[src/rtl/branch_history_table.sv]
// rtl/branch_history_table.sv - saturating-counter branch direction predictor table
// Combinational lookup for fetch, single-port training from execute, flop-based for one-cycle flush.
module branch_history_table #(
  parameter int ENTRIES   = 64,
  parameter int CTR_WIDTH = 2,
  localparam int IDX_W    = $clog2(ENTRIES)
) (
  input  logic             clk_i,
  input  logic             reset_i,
  input  logic [IDX_W-1:0] lookup_idx_i,
  output logic             pred_taken_o,
  output logic             pred_strong_o,
  input  logic             update_en_i,
  input  logic [IDX_W-1:0] update_idx_i,
  input  logic             update_taken_i,
  input  logic             clear_i
);

  localparam logic [CTR_WIDTH-1:0] CTR_INIT = CTR_WIDTH'((1 << (CTR_WIDTH - 1)) - 1);
  localparam logic [CTR_WIDTH-1:0] CTR_MAX  = '1;
  localparam logic [CTR_WIDTH-1:0] CTR_ONE  = CTR_WIDTH'(1);

  logic [CTR_WIDTH-1:0] ctr_q [ENTRIES];
  logic [CTR_WIDTH-1:0] ctr_d [ENTRIES];
  logic [CTR_WIDTH-1:0] lookup_ctr;
  logic [CTR_WIDTH-1:0] update_ctr;

  assign lookup_ctr    = ctr_q[lookup_idx_i];
  assign update_ctr    = ctr_q[update_idx_i];
  assign pred_taken_o  = lookup_ctr[CTR_WIDTH-1];
  assign pred_strong_o = (lookup_ctr == CTR_MAX) || (lookup_ctr == '0);

  // Clear overrides training; reset is applied in the register process.
  always_comb begin
    for (int i = 0; i < ENTRIES; i++) begin
      ctr_d[i] = ctr_q[i];
    end
    if (clear_i) begin
      for (int i = 0; i < ENTRIES; i++) begin
        ctr_d[i] = CTR_INIT;
      end
    end else if (update_en_i) begin
      if (update_taken_i) begin
        if (update_ctr != CTR_MAX) begin
          ctr_d[update_idx_i] = update_ctr + CTR_ONE;
        end
      end else if (update_ctr != '0) begin
        ctr_d[update_idx_i] = update_ctr - CTR_ONE;
      end
    end
  end

  always_ff @(posedge clk_i) begin
    if (reset_i) begin
      for (int i = 0; i < ENTRIES; i++) begin
        ctr_q[i] <= CTR_INIT;
      end
    end else begin
      for (int i = 0; i < ENTRIES; i++) begin
        ctr_q[i] <= ctr_d[i];
      end
    end
  end

endmodule
[config.mk]
export PLATFORM = sky130hd
export DESIGN_NAME = branch_history_table
export DESIGN_NICKNAME = d
export VERILOG_FILES = /design/src/rtl/branch_history_table.sv
export SDC_FILE = /design/constraint.sdc
export NUM_CORES = 1
export LEC_CHECK = 0
export ABC_AREA = 1
export CAP_MARGIN = 10
export CORE_MARGIN = 2
export CORE_UTILIZATION = 50
export DETAILED_ROUTE_END_ITERATION = 6
export PLACE_DENSITY = 0.72
export SLEW_MARGIN = 10
export SYNTH_ARGS = -nofsm -noshare
export SYNTH_HDL_FRONTEND = slang
export SYNTH_SLANG_ARGS = --single-unit
[constraint.sdc]
create_clock -name clk_i -period 4.6 [get_ports clk_i]
set_clock_uncertainty 0.05 [all_clocks]
set_input_delay 0.46 -clock clk_i [delete_from_list [all_inputs] [get_ports clk_i]]
set_output_delay 0.46 -clock clk_i [all_outputs]
set_load 0.02 [all_outputs]
# Word-level counts from Yosys, hierarchy flattened
# Memories as Yosys holds them, arrays and structs flattened.
# Cells that the tools add are included.
# classes
n_bitwise,65
eq_ne,2
addsub,2
n_reduce_logical,4
n_lt_le_gt_ge,2
n_mux,76
# op_table
operator,n
two-way mux 128 bit,5
bitwise mux 128 bit,2
two-way mux 2 bit,65
OR 1 bit,64
demux 2 bit (select 6 bit),1
greater-or-equal comparator 7 bit (second input constant),1
less-than comparator 7 x 1 -> 1 bit (second input constant),1
inverter 6 -> 7 bit,1
two-way mux 1 bit,3
adder 2 x 1 -> 2 bit (second input constant),1
== test 2 bit (second input constant),1
zero test 2 bit,1
inequality test 2 bit (second input constant),1
nonzero test 2 bit,1
subtractor 2 x 1 -> 2 bit (second input constant),1
logical AND 1 bit,1
logical OR 1 bit,1
# word_totals
register_bits,0
ramBits,128
inputBits,17
output_inout_bits,2
n_memories,1
word_cells,152
# memory_table
memory,words,width,read_ports,rd_ports_with_merged_regs,wr,line,rtl
ctr_q,64,2,66,0,64,23,logic [CTR_WIDTH-1:0] ctr_q [ENTRIES];

# Longest topological paths before layout
# Gate-level depths: netlist of the first run.
# logic_depth
word_depth,11
depth_mapped,21
depth_no_buf,20

# Worst setup path after synthesis of the first run
# OpenSTA, ideal clock, no wires.
# synth_timing
path_kind,input to register
from,in update_idx_i[0]
to,reg (tool-made name)
setup_ps,115
t_arrival_ps,2728
path_slack_ps,1707
stages,20
t_required_ps,4435
path_buffers,3
path_cell_list,buf_4 buf_4 nand3_1 inv_2 buf_2 nand2_1 nand4_1 o21ai_0 nand2_1 nor2_1 nand2_1 ha_1 nand2_1 nand2_1 a21oi_2 nand2_1 nor2_1 inv_1 a21oi_1 nand2_1
# synth_rtl
element,line,rtl
from (decl),14,"input logic [IDX_W-1:0] update_idx_i,"

==> results of run 1 <==
## cells by family (layout without fill, tap and decap cells)
logic type / count (synthesis) / after routing / share of synthesized area (%)
buf+inv: 161 / 153 / 9.58
fa+ha+maj: 2 / 2 / 0.336
xor+xnor: 1 / 1 / 0.118
simple gates: 710 / 710 / 39.8
flops: 128 / 128 / 34.4
compound gates: 229 / 229 / 15.8
## worst paths after layout
check                  start                        end  slack (ps)  cells past startpoint
max reg2reg         register  ctr_q[18][1]$_SDFFE_PP0P_        1380                     17
min                 register                   register         450                      2
min reg2reg         register                   register         450                      2
max          update_idx_i[2]  ctr_q[18][1]$_SDFFE_PP0P_         540                     19
## power groups by stage
stage	logic, mW	registers (mW)	clock network (mW)
floorplan	0.253	1.14	0
global placement	0.374	1.14	0
detailed placement	0.375	1.14	0
CTS	0.378	1.11	1.32
global route	0.414	1.11	1.37
finish	0.389	1.11	1.32
## Yosys cell counts
master     count
inv_4          1
nor2_1       139
buf_4         12
clkbuf_1      38
nor3_4         1
o22ai_1        3
o21ai_1       37
ha_1           2
a21oi_2        1
o2bb2ai_1      1
buf_2         13
a22oi_1        7
nand2_2        1
buf_1          2
buf_6          6
a21oi_1      111
nand3_2        1
nand3_1      195
inv_1         76
dfxtp_1      128
o21ai_0       69
nor2_2         1
xor2_1         1
nand4_1        7
nor3_1         8
inv_2         13
nand2_1      357
## worst max-delay path, stage by stage
cell,delay (ps)
clkdlybuf4s50_1,740
inv_2,260
nand3_2,150
inv_2,160
a22oi_1,190
nand3_1,100
o21ai_0,190
nand2_1,70
nor2_1,110
nand2_1,100
ha_1,180
nand2_1,60
nand2_1,60
a21oi_2,150
buf_4,240
nand2_1,430
nor2_1,420
o21ai_0,120
a21oi_1,160
## per-layer routing
layer | global-route usage [%] | wire [um] | vias to the layer above
li1 | - | - | 4000
met1 | 46.4 | 10900 | 3807
met2 | 50.8 | 11500 | 572
met3 | 7.86 | 3070 | 99
met4 | 16.1 | 1150 | 0
met5 | 0 | 0 | -
## final cells by class
cell class	count	area [um^2]	area share, %
Tap cell	184	230	2.80
Timing Repair Buffer	35	310	3.78
Sequential cell	128	2560	31.2
Multi-Input combinational cell	942	4210	51.2
Clock inverter	6	85.1	1.04
Clock buffer	22	474	5.78
Inverter	90	340	4.15
==> results.md, run 1 <==
- HP Class: reg -> reg
- Post-CTS Hold Buffers: 0
- Clock Latency Late Sink: 430 ps
- Total die area: 0.0159 mm^2
- Leading cell type in the layout, fill and taps excluded: nand2_1
- Final period util: 88.3%
- Share of total power in combinational logic: 13.8%
- Initial Util: 51.2%
- Synth unique cells: 27
- Slew HR: 43.3%
- Row count: 44
- Leak pwr: 3.51 nW
- GRT Total Usage: 34.0%
- Tightest Pin Transition: 850 ps
- # setup viols final: 0
- Syn nets: 1250
- WP data arrival: 4370 ps
- Sequential area share after synthesis: 34.4%
- Worst-path clk slew: 60 ps
- Largest net degree at the start of global routing: 66
- Area leader, netlist: dfxtp_1
- Startpoint Class: input pin
- RSZ-0062 raised after global routing: no
- Worst Path Required: 4900 ps
- Worst hold slack: 453 ps
- Max-cap viol count: 0
- PwrDens: 344 mW/mm^2
- CP max FO: 16
- Buffers on Ports: 18
- Initial DRT Pass Iterations: 7
- Total gr overflow: 0
- Count of non-filler cells in the finished layout: 1407
- Initial antenna violation count: 0
- Vias in the first global route: 7865
- Area Growth Syn to Fin: 10.3%
- #FFs+latches synth: 128
- Layout cells sized above 1: 5.48%
- Clock Tree Buf Depth: 2
- Via count: 8478
- Final instance area: 0.00821 mm^2
- Post-Synthesis Cells: 1231
- Setup Fix Bufs, Post-CTS: 0
- Design Power: 2.82 mW
- Fin worst setup slack: 537 ps
- Drt wl/cell: 18.9 um
- Die Y-Extent: 126 um
- Antenna Cells: 0
- Pre-CTS setup slack: 280 ps
- TNS Setup: 0 ps
- Placed Area: 0.00765 mm^2
- CP Class: in -> reg
- CTS tree: done
- Global-route wire length before repair: 42.8 mm
- Yosys warns: 0
- Clock Power Share: 46.8%
- ANT nets after route: 0
- Post-DP HPWL: 16.4 mm
- Final min period: 4060 ps
- Syn avg cell area: 6.05 um^2
- CTS sink count: 128
- Final Core Density: 56.5%
- I/O Pins: 19
- Switch share: 28.1%
- Fmax: 246 MHz
- Core area: 0.0145 mm^2
- Synth top area share: 34.4%
- Fin nets: 1233
- Die width: 126 um
- Internal: 2.03 mW
- Final hold viol count: 0
- Vias per cell: 6.03
- Final wirelength: 26.6 mm
- Starting DRC count in detailed routing: 1114
- Mapped Area: 0.00744 mm^2
- DRC Markers: 0
- Highest-count cells in the layout ignoring fill and taps: nand2_1 (357), nand3_1 (195), nor2_1 (137)
- Synth top area cells: dfxtp_1 (34%), nand2_1 (18%), nand3_1 (13%)
- Nature of the critical path endpoint: register
- Switching power: 0.792 mW
- Max Slew Vio Count: 0
- VDD IR max: 0.284 mV
- RD Place Congestion: 0.954
- CTS Buf Count: 17
- H-tree depth: 4
- # placed instances: 1379
- Root Driver: clkbuf_16
- Outcome: finished, final reports clean
- Fill cells: 1471
- PostCTS Resize Cnt: 0
- Seq pwr share: 39.5%
Power figures use the tool's default switching activity.
==> run 2: changes to the inputs <==
--- a/config.mk
+++ b/config.mk
@@ -9,6 +9,7 @@
 export CAP_MARGIN = 10
 export CORE_MARGIN = 2
 export CORE_UTILIZATION = 50
+export CTS_CLUSTER_DIAMETER = 200
 export DETAILED_ROUTE_END_ITERATION = 6
 export PLACE_DENSITY = 0.72
 export SLEW_MARGIN = 10
==> results of run 2 <==
Same layout as run 1: the final DEF is identical, and so are final timing and power.
